===== src/rtl/rs232in_fifo_pkg.sv =====
// Shared rs232 receive-path constants; the peripheral status register sizes
// its count field from the same FIFO depth.
package rs232in_fifo_pkg;
   localparam int RS232_RX_FIFO_DEPTH = 16;
   localparam int RS232_BYTE_W        = 8;

   typedef logic [RS232_BYTE_W-1:0] rs232_byte_t;
endpackage


===== src/rtl/rs232in_fifo_ram.sv =====
// Byte storage behind the FIFO head register: 2**AW-1 slots, one write port,
// one read port with data registered one cycle after the address, no reset.
module fifo_ram #(
   parameter int AW = 4,
   parameter int W  = 8
) (
   input  logic          clock,
   input  logic          we,
   input  logic [AW-1:0] wr_addr,
   input  logic [W-1:0]  wr_data,
   input  logic [AW-1:0] rd_addr,
   output logic [W-1:0]  rd_data
);
   localparam int SLOTS = (1 << AW) - 1;

   logic [W-1:0] mem_q [SLOTS];
   logic [W-1:0] rd_data_q;

   always_ff @(posedge clock) begin
      if (we) mem_q[wr_addr] <= wr_data;
      rd_data_q <= mem_q[rd_addr];
   end

   assign rd_data = rd_data_q;
endmodule


===== src/rtl/rs232in_fifo.sv =====
// Show-ahead receive FIFO: registered head byte plus a circular RAM of
// DEPTH-1 slots, with fill count and sticky overflow.
module rs232in_fifo
   import rs232in_fifo_pkg::*;
#(
   parameter int DEPTH = RS232_RX_FIFO_DEPTH,
   parameter int AW    = $clog2(DEPTH)
) (
   input  logic        clock,
   input  logic        rst_n,
   input  rs232_byte_t in_data,
   input  logic        in_valid,
   input  logic        rd,
   output rs232_byte_t rd_data,
   output logic        rd_valid,
   output logic [AW:0] count,
   output logic        overflow,
   input  logic        clr_overflow,
   input  logic        flush
);
   localparam logic [AW:0]   FULL      = (AW+1)'(DEPTH);
   localparam logic [AW:0]   ONE       = (AW+1)'(1);
   localparam logic [AW-1:0] LAST_SLOT = AW'(DEPTH - 2);

   localparam logic [1:0] ST_EMPTY = 2'd0;
   localparam logic [1:0] ST_HEAD  = 2'd1;
   localparam logic [1:0] ST_BUF   = 2'd2;

   rs232_byte_t   rd_data_q, rd_data_d;
   logic          rd_valid_q, rd_valid_d;
   logic [AW:0]   count_q, count_d;
   logic          overflow_q, overflow_d;
   logic [AW-1:0] rd_ptr_q, rd_ptr_d;
   logic [AW-1:0] wr_ptr_q, wr_ptr_d;
   logic          byp_valid_q, byp_valid_d;
   rs232_byte_t   byp_data_q, byp_data_d;

   logic [1:0]  state;
   logic        push, pop, drop, full, ram_we;
   rs232_byte_t ram_rdata, ram_front;

   function automatic logic [AW-1:0] ptr_inc(input logic [AW-1:0] p);
      return (p == LAST_SLOT) ? '0 : p + AW'(1);
   endfunction

   always_comb begin
      state = ST_BUF;
      if (count_q == '0)      state = ST_EMPTY;
      else if (count_q == ONE) state = ST_HEAD;
   end

   always_comb begin
      full      = (count_q == FULL);
      pop       = rd & rd_valid_q & ~flush;
      push      = in_valid & ~flush & (~full | pop);
      drop      = in_valid & ~flush & full & ~pop;
      // A slot written on the same edge its read address is latched reads stale data
      ram_front = byp_valid_q ? byp_data_q : ram_rdata;

      rd_data_d = rd_data_q;
      rd_ptr_d  = rd_ptr_q;
      wr_ptr_d  = wr_ptr_q;
      ram_we    = 1'b0;
      count_d   = count_q + {{AW{1'b0}}, push} - {{AW{1'b0}}, pop};

      if (flush) begin
         count_d  = '0;
         rd_ptr_d = wr_ptr_q;
      end else begin
         case (state)
            ST_EMPTY: if (push) rd_data_d = in_data;
            ST_HEAD: begin
               if (pop) begin
                  if (push) rd_data_d = in_data;
               end else begin
                  ram_we = push;
               end
            end
            default: begin
               if (pop) begin
                  rd_data_d = ram_front;
                  rd_ptr_d  = ptr_inc(rd_ptr_q);
               end
               ram_we = push;
            end
         endcase
      end

      if (ram_we) wr_ptr_d = ptr_inc(wr_ptr_q);

      byp_valid_d = ram_we & (wr_ptr_q == rd_ptr_d);
      byp_data_d  = in_data;
      rd_valid_d  = (count_d != '0);

      overflow_d = overflow_q;
      if (drop)              overflow_d = 1'b1;
      else if (clr_overflow) overflow_d = 1'b0;
   end

   always_ff @(posedge clock or negedge rst_n) begin
      if (!rst_n) begin
         rd_data_q   <= '0;
         rd_valid_q  <= 1'b0;
         count_q     <= '0;
         overflow_q  <= 1'b0;
         rd_ptr_q    <= '0;
         wr_ptr_q    <= '0;
         byp_valid_q <= 1'b0;
         byp_data_q  <= '0;
      end else begin
         rd_data_q   <= rd_data_d;
         rd_valid_q  <= rd_valid_d;
         count_q     <= count_d;
         overflow_q  <= overflow_d;
         rd_ptr_q    <= rd_ptr_d;
         wr_ptr_q    <= wr_ptr_d;
         byp_valid_q <= byp_valid_d;
         byp_data_q  <= byp_data_d;
      end
   end

   // RAM read address tracks the next pointer so the front is ready the cycle it is needed
   fifo_ram #(
      .AW (AW),
      .W  (RS232_BYTE_W)
   ) u_ram (
      .clock   (clock),
      .we      (ram_we),
      .wr_addr (wr_ptr_q),
      .wr_data (in_data),
      .rd_addr (rd_ptr_d),
      .rd_data (ram_rdata)
   );

   assign rd_data  = rd_data_q;
   assign rd_valid = rd_valid_q;
   assign count    = count_q;
   assign overflow = overflow_q;
endmodule


===== config.mk =====
export PLATFORM = sky130hd
export DESIGN_NAME = rs232in_fifo
export DESIGN_NICKNAME = d
export VERILOG_FILES = /design/src/rtl/rs232in_fifo_pkg.sv /design/src/rtl/rs232in_fifo_ram.sv /design/src/rtl/rs232in_fifo.sv
export SDC_FILE = /design/constraint.sdc
export NUM_CORES = 1
export LEC_CHECK = 0
export ABC_AREA = 1
export BUFFER_PORTS_ARGS = -buffer_cell sky130_fd_sc_hd__buf_4
export CORE_MARGIN = 2
export CORE_UTILIZATION = 56
export DETAILED_ROUTE_END_ITERATION = 10
export PLACE_DENSITY = 0.8
export SLEW_MARGIN = 20
export SYNTH_ARGS = -nofsm -noshare
export SYNTH_HDL_FRONTEND = slang
export SYNTH_HIERARCHICAL = 1
export SYNTH_SLANG_ARGS = --single-unit

===== constraint.sdc =====
create_clock -name clock -period 2.5 [get_ports clock]
set_clock_uncertainty 0.1 [all_clocks]
set_input_delay 0.75 -clock clock [delete_from_list [all_inputs] [get_ports clock]]
set_output_delay 0.75 -clock clock [all_outputs]
set_load 0.005 [all_outputs]

==> results of run 1 <==
## layout by cell type, fill, tap and decap left out, types with 2 or more instances in the layout
cell type,n
nand2_1,195
edfxtp_1,120
inv_1,116
buf_4,68
nand3_1,63
nand3_2,42
dfrtp_1,32
nor2_1,28
nand2_2,21
clkbuf_16,21
nor2_4,16
inv_2,10
nand2_4,10
buf_12,9
o211ai_1,8
dfxtp_1,8
a31oi_1,7
nand4_1,7
o21ai_0,6
clkbuf_1,5
buf_6,5
nand3_4,4
inv_4,3
a21oi_1,3
ha_4,3
ha_1,3
clkinv_4,3
clkinv_1,3
bufinv_16,3
nand3b_1,2
a31oi_2,2
## per-layer routing
layer / routed length, µm / global-route usage, % / up-vias / part of all wire [%]
met5: 0 / 0 / - / 0
met4: 698 / 12.1 / 0 / 3.7
met3: 1510 / 5.09 / 61 / 8.0
met2: 9670 / 41.9 / 349 / 51
met1: 6920 / 29.4 / 2695 / 37
li1: - / - / 2575 / -
## where the power goes
group	switching [mW]	internal, mW
Clock	1.00	1.57
Combinational	2.62	1.77
Sequential	0.256	3.15
## through the flow
step	worst slack (ns)	util [%]	cell area (µm²)	cells	TNS, ns
after detailed placement	-0.436	63.4	8010	958	-20.91
after global placement	-0.296	63.4	8010	958	-11.79
final	-0.132	73.5	9280	1012	-0.717
after floorplan	-0.279	-	7410	750	-0.874
after CTS	-0.121	68.7	8680	996	-0.189
after global routing	-0.245	73.5	9280	1012	-3.64
## final timing paths
check | from | end | slack [ns] | cells past startpoint
setup / recovery | count[2] | rd_valid | -0.13 | 18
hold / removal | rst_n | overflow | 0.15 | 1
setup reg to reg | count[2] | rd_valid | -0.13 | 18
hold reg to reg | rd_data[4] | rd_data[4] | 0.46 | 2
max in group asynchronous | rst_n | rd_ptr_q[0] | 1.84 | 1
min in group clock | clr_overflow | overflow | 0.42 | 2
## timing repair
item	4_1_cts	5_1_grt
hold endpoints to repair	0	0
endpoints found under the setup margin	3	48
resized for setup	12	99
gates cloned	0	6
pin swaps	9	43
buffers inserted	6	10
## logic make-up after synthesis
logic type	after synthesis	share of synthesized area (%)
and+or+nand+nor	390	23.1
buffers and inverters	160	9.21
DFF	160	63.1
AOI/OAI and AO/OA	32	3.10
adders and majority gates	7	1.32
xor gates and xnor gates	1	0.121
## critical path, cell delays in order (launching register included)
cell,delay (ns)
dfrtp_1,0.38
inv_2,0.08
ha_4,0.16
inv_4,0.04
nor2_4,0.09
nand3_2,0.10
nand2_2,0.10
inv_2,0.05
ha_4,0.21
inv_2,0.06
ha_4,0.13
inv_2,0.04
fa_2,0.33
inv_2,0.07
a21oi_2,0.04
o21bai_1,0.22
nand2_1,0.09
nand3b_1,0.11
nand4_1,0.11
## registers in the layout (all words and copies together), names as in the netlist
| signal | flops |
|---|---|
| u_ram/mem_q | 120 |
| byp_data_q | 8 |
| rd_data | 8 |
| u_ram/rd_data | 8 |
| count | 5 |
| rd_ptr_q | 4 |
| wr_ptr_q | 4 |
| byp_valid_q | 1 |
| overflow | 1 |
| rd_valid | 1 |
## layout make-up
class | instances | area (µm²) | area share [%]
well taps | 172 | 215 | 2.32
inverters | 130 | 510 | 5.50
clock buffers | 22 | 444 | 4.79
repair inverters | 1 | 6.26 | 0.0674
repair buffers | 87 | 862 | 9.29
multi-input cells | 430 | 2540 | 27.4
flip-flops and latches | 160 | 4560 | 49.2
clock inverters | 10 | 135 | 1.46
==> flow_summary.json, run 1 <==
{
  "grt_max_degree": 33,
  "p_per_area_nw_per_um2": 1120,
  "area_delta_synth_final_pct": 28.3,
  "start_util_pct": 57.3,
  "slew_viol_final": 0,
  "violations": "setup timing",
  "synth-seq-area-share_pct": 63.1,
  "clock_path_buffers": 2,
  "syn_nets": 771,
  "synth_top_area_cell": "edfxtp_1",
  "fin_hold_ws_ns": 0.150,
  "fp.dieW_um": 118,
  "layout-drive-gt1-share_pct": 27.4,
  "slew_headroom_pct": 69.4,
  "rows": 41,
  "total_power_mw": 10.4,
  "syn_inst": 750,
  "leakage_nw": 4.08,
  "io_buffers": 28,
  "yosys_warnings": 6,
  "cts_buffers": 17,
  "die_h_um": 118,
  "critPathCaptureType": "register",
  "grt_first_pass_wirelength_um": 25900,
  "synth_top_area_share_pct": 49.8,
  "vias_per_cell": 5.61,
  "grt_overflow": 0,
  "peakVddDrop_v": 0.000681,
  "nets": 848,
  "cts-root-buf": "clkbuf_16",
  "syn_avg_cell_area_um2": 9.64,
  "synth_edf_count": 120,
  "die_area_um2": 13800,
  "ys_ff_latch": 160,
  "required_ns": 2.69,
  "finalCritPeriodShare_pct": 105,
  "fin_ws_ns": -0.132,
  "clk_latency_ns": 0.42,
  "synthesis.area_um2": 7230,
  "async_reset_ff_share_pct": 20.0,
  "synth_most_common_cell": "nand2_1",
  "numClockSinks": 160,
  "hpwl_um": 10500,
  "wl_per_cell_um": 18.6,
  "core_um2": 12600,
  "path_class": "register to register",
  "min_period_ns": 2.63,
  "grtUsageTotal_pct": 24.5,
  "ant_nets": 0,
  "max_cap_viol_count": 0,
  "antenna_found_initial": 0,
  "worstMarginPinSlew_ns": 0.458,
  "ios": 29,
  "clk_pin_slew_worst_paths_ns": 0.06,
  "num_vias": 5680,
  "yosys_most_used_dff": "edfxtp_1",
  "crit_fanout": 2,
  "setup_viol": 10,
  "hold_viol": 0,
  "drcViolationCount": 0,
  "finalWeightedCongestion": 0.932,
  "fmax_mhz": 380,
  "fill_cells": 768,
  "hold_buffers": 0,
  "ys_top_cells_by_area": "edfxtp_1 (50%), nand2_1 (12%), dfrtp_1 (11%)",
  "grt_pass1_vias": 5237,
  "rsz0062_at_grt": "yes",
  "status": "complete, but fails checks",
  "cts_tree": "yes",
  "insertedDiodeCount": 0,
  "wirelength_um": 18800,
  "synth_common_cells": "nand2_1 (223), inv_1 (125), edfxtp_1 (120), nand3_1 (106), nor2_1 (44)",
  "dr.pass1.iters": 6,
  "arrival_ns": 2.82,
  "synth.distinct_cells": 32,
  "hold_path_class": "primary input to async pin",
  "start_kind": "register",
  "first_iter_violations": 723,
  "htreeDepth": 4
}
(Power assumes the default switching activity.)
==> inputs of run 2 (changes only) <==
--- a/config.mk
+++ b/config.mk
@@ -7,7 +7,7 @@
 export LEC_CHECK = 0
 export ABC_AREA = 1
 export BUFFER_PORTS_ARGS = -buffer_cell sky130_fd_sc_hd__buf_4
-export CORE_MARGIN = 2
+export CORE_ASPECT_RATIO = 1.1
 export CORE_UTILIZATION = 56
 export DETAILED_ROUTE_END_ITERATION = 10
 export PLACE_DENSITY = 0.8
==> flow_summary.json, run 2 (same netlist as run 1, synthesis figures left out) <==
{
  "status": "complete, but fails checks",
  "violations": "setup timing",
  "finalWeightedCongestion": 0.874,
  "cpMostUsedCell": "inv_2",
  "dp.cells": 948,
  "numClockSinks": 160,
  "r2r_cells": 20,
  "grt_pass1_vias": 5215,
  "area_delta_synth_final_pct": 23.4,
  "arrival_ns": 2.74,
  "r2r_slack_ns": -0.03,
  "fin_util_pct": 70.9,
  "path_class": "register to register",
  "cts_buffers": 17,
  "die_h_um": 121,
  "critPathBufInv": 9,
  "nets": 847,
  "first_iter_violations": 498,
  "final.setup.tns_ns": -0.0319,
  "cpPeakStageDelay_ns": 0.40,
  "hold_viol": 0,
  "max_cap_viol_count": 0,
  "hold_buffers": 0,
  "hold_path_class": "primary input to async pin",
  "ios": 29,
  "slew_viol_final": 0,
  "critPathCaptureType": "register",
  "worstMarginPinSlew_ns": 0.467,
  "wl_per_cell_um": 16.9,
  "grt_first_pass_wirelength_um": 25700,
  "start_kind": "register",
  "top_register": "u_ram/mem_q",
  "vias_per_cell": 5.58,
  "grt_overflow": 0,
  "required_ns": 2.71,
  "cp_top_family": "adder cells",
  "dr.pass1.iters": 5,
  "final_cell_area_um2": 8920,
  "layout_common_cells": "nand2_1 (221), edfxtp_1 (120), inv_1 (115)",
  "io_buffers": 28,
  "finalCritPeriodShare_pct": 101,
  "slew_headroom_pct": 68.8,
  "leakage_nw": 3.96,
  "hpwl_um": 10600,
  "cts-root-buf": "clkbuf_16",
  "antenna_found_initial": 0,
  "cts_tree": "yes",
  "r2r-end": "rd_valid",
  "fp.dieW_um": 110,
  "core_um2": 12600,
  "largest_register_ffs": 120,
  "setup_viol": 1,
  "insertedDiodeCount": 0,
  "timing.rr.start": "count[2]",
  "rows": 43,
  "drcViolationCount": 0,
  "num_vias": 5554,
  "peakVddDrop_v": 0.000890,
  "crit_fanout": 2,
  "layout-drive-gt1-share_pct": 21.5,
  "start_util_pct": 57.4,
  "mostFrequentLayoutCell": "nand2_1",
  "clock_path_buffers": 2,
  "htreeDepth": 4,
  "crit_chain": "inv_2 > ha_4 > inv_2 > nor2_4 > nand3_2 > nand2_2 > inv_2 > ha_4 > inv_2 > ha_4 > inv_2 > fa_2 > inv_2 > buf_4 > buf_4 > nand2_1 > nand2_1 > nor2_1 > inv_1 > nand4_1",
  "ant_nets": 0,
  "slowest_stage": "dfrtp_1",
  "grt_max_degree": 35,
  "rsz0062_at_grt": "yes",
  "stdcell_count": 996,
  "placed_area_um2": 8070,
  "min_period_ns": 2.53,
  "clk_latency_ns": 0.44,
  "fmax_mhz": 395,
  "fin_ws_ns": -0.0319,
  "clk_pin_slew_worst_paths_ns": 0.07,
  "p_per_area_nw_per_um2": 1100,
  "die_area_um2": 13400,
  "wirelength_um": 16800,
  "grtUsageTotal_pct": 26.4
}
-- run 2: area by class of cell --
type / count / area [µm²]
sequential: 160 / 4560
multi-input combinational: 430 / 2270
inverter: 130 / 503
timing repair buffer: 87 / 764
clock inverter: 11 / 100
clock buffer: 21 / 526
fill: 793 / 3670
tap: 157 / 196
-- run 2: power by group --
| group | switching [mW] | internal, mW | total, mW | leakage [nW] |
|---|---|---|---|---|
| Clock | 1.11 | 1.55 | 2.66 | 0.312 |
| Sequential | 0.256 | 3.15 | 3.40 | 1.53 |
| Combinational | 2.25 | 1.48 | 3.73 | 2.13 |
| Total | 3.62 | 6.18 | 9.79 | 3.96 |
-- run 2: worst register-to-register path: cells and delay by family, from the launching register on --
family / cells / cell delay (ns)
fa+ha+maj: 4 / 0.81
buf+inv: 9 / 0.58
flops: 1 / 0.40
simple gates: 7 / 0.50
-- run 2: metrics by stage --
step	setup WS [ns]	power, mW	hold WS [ns]
final	-0.0319	9.79	0.143
after global routing	-0.128	10.3	0.172
after CTS	-0.0993	9.50	0.157
after detailed placement	-0.449	6.72	0.428
after global placement	-0.298	6.58	0.415
after floorplan	-0.279	5.54	0.354
-- run 2: what timing repair did --
item,CTS,global route
gates cloned,0,1
setup buffers,8,7
setup endpoints to repair,2,11
resized for setup,12,16
endpoints found under the hold margin,0,0
pin swaps,10,11
-- run 2: routing by layer --
layer | wire (µm) | share of wire [%] | global-route usage [%]
met5 | 0 | 0 | 0
met2 | 8670 | 52 | 44.3
met3 | 1200 | 7.1 | 5.42
met4 | 425 | 2.5 | 11.6
met1 | 6540 | 39 | 32.8
-- run 2: worst max-delay path by stage --
stage,start,end,slack [ns],cells after the start
CTS,count[3],rd_valid,-0.1,18
global route,count[2],rd_valid,-0.13,18
global placement,flush,rd_valid,-0.30,17
floorplan,flush,rd_valid,-0.28,17
detailed placement,flush,rd_valid,-0.45,17
finish,count[2],rd_valid,-0.03,20
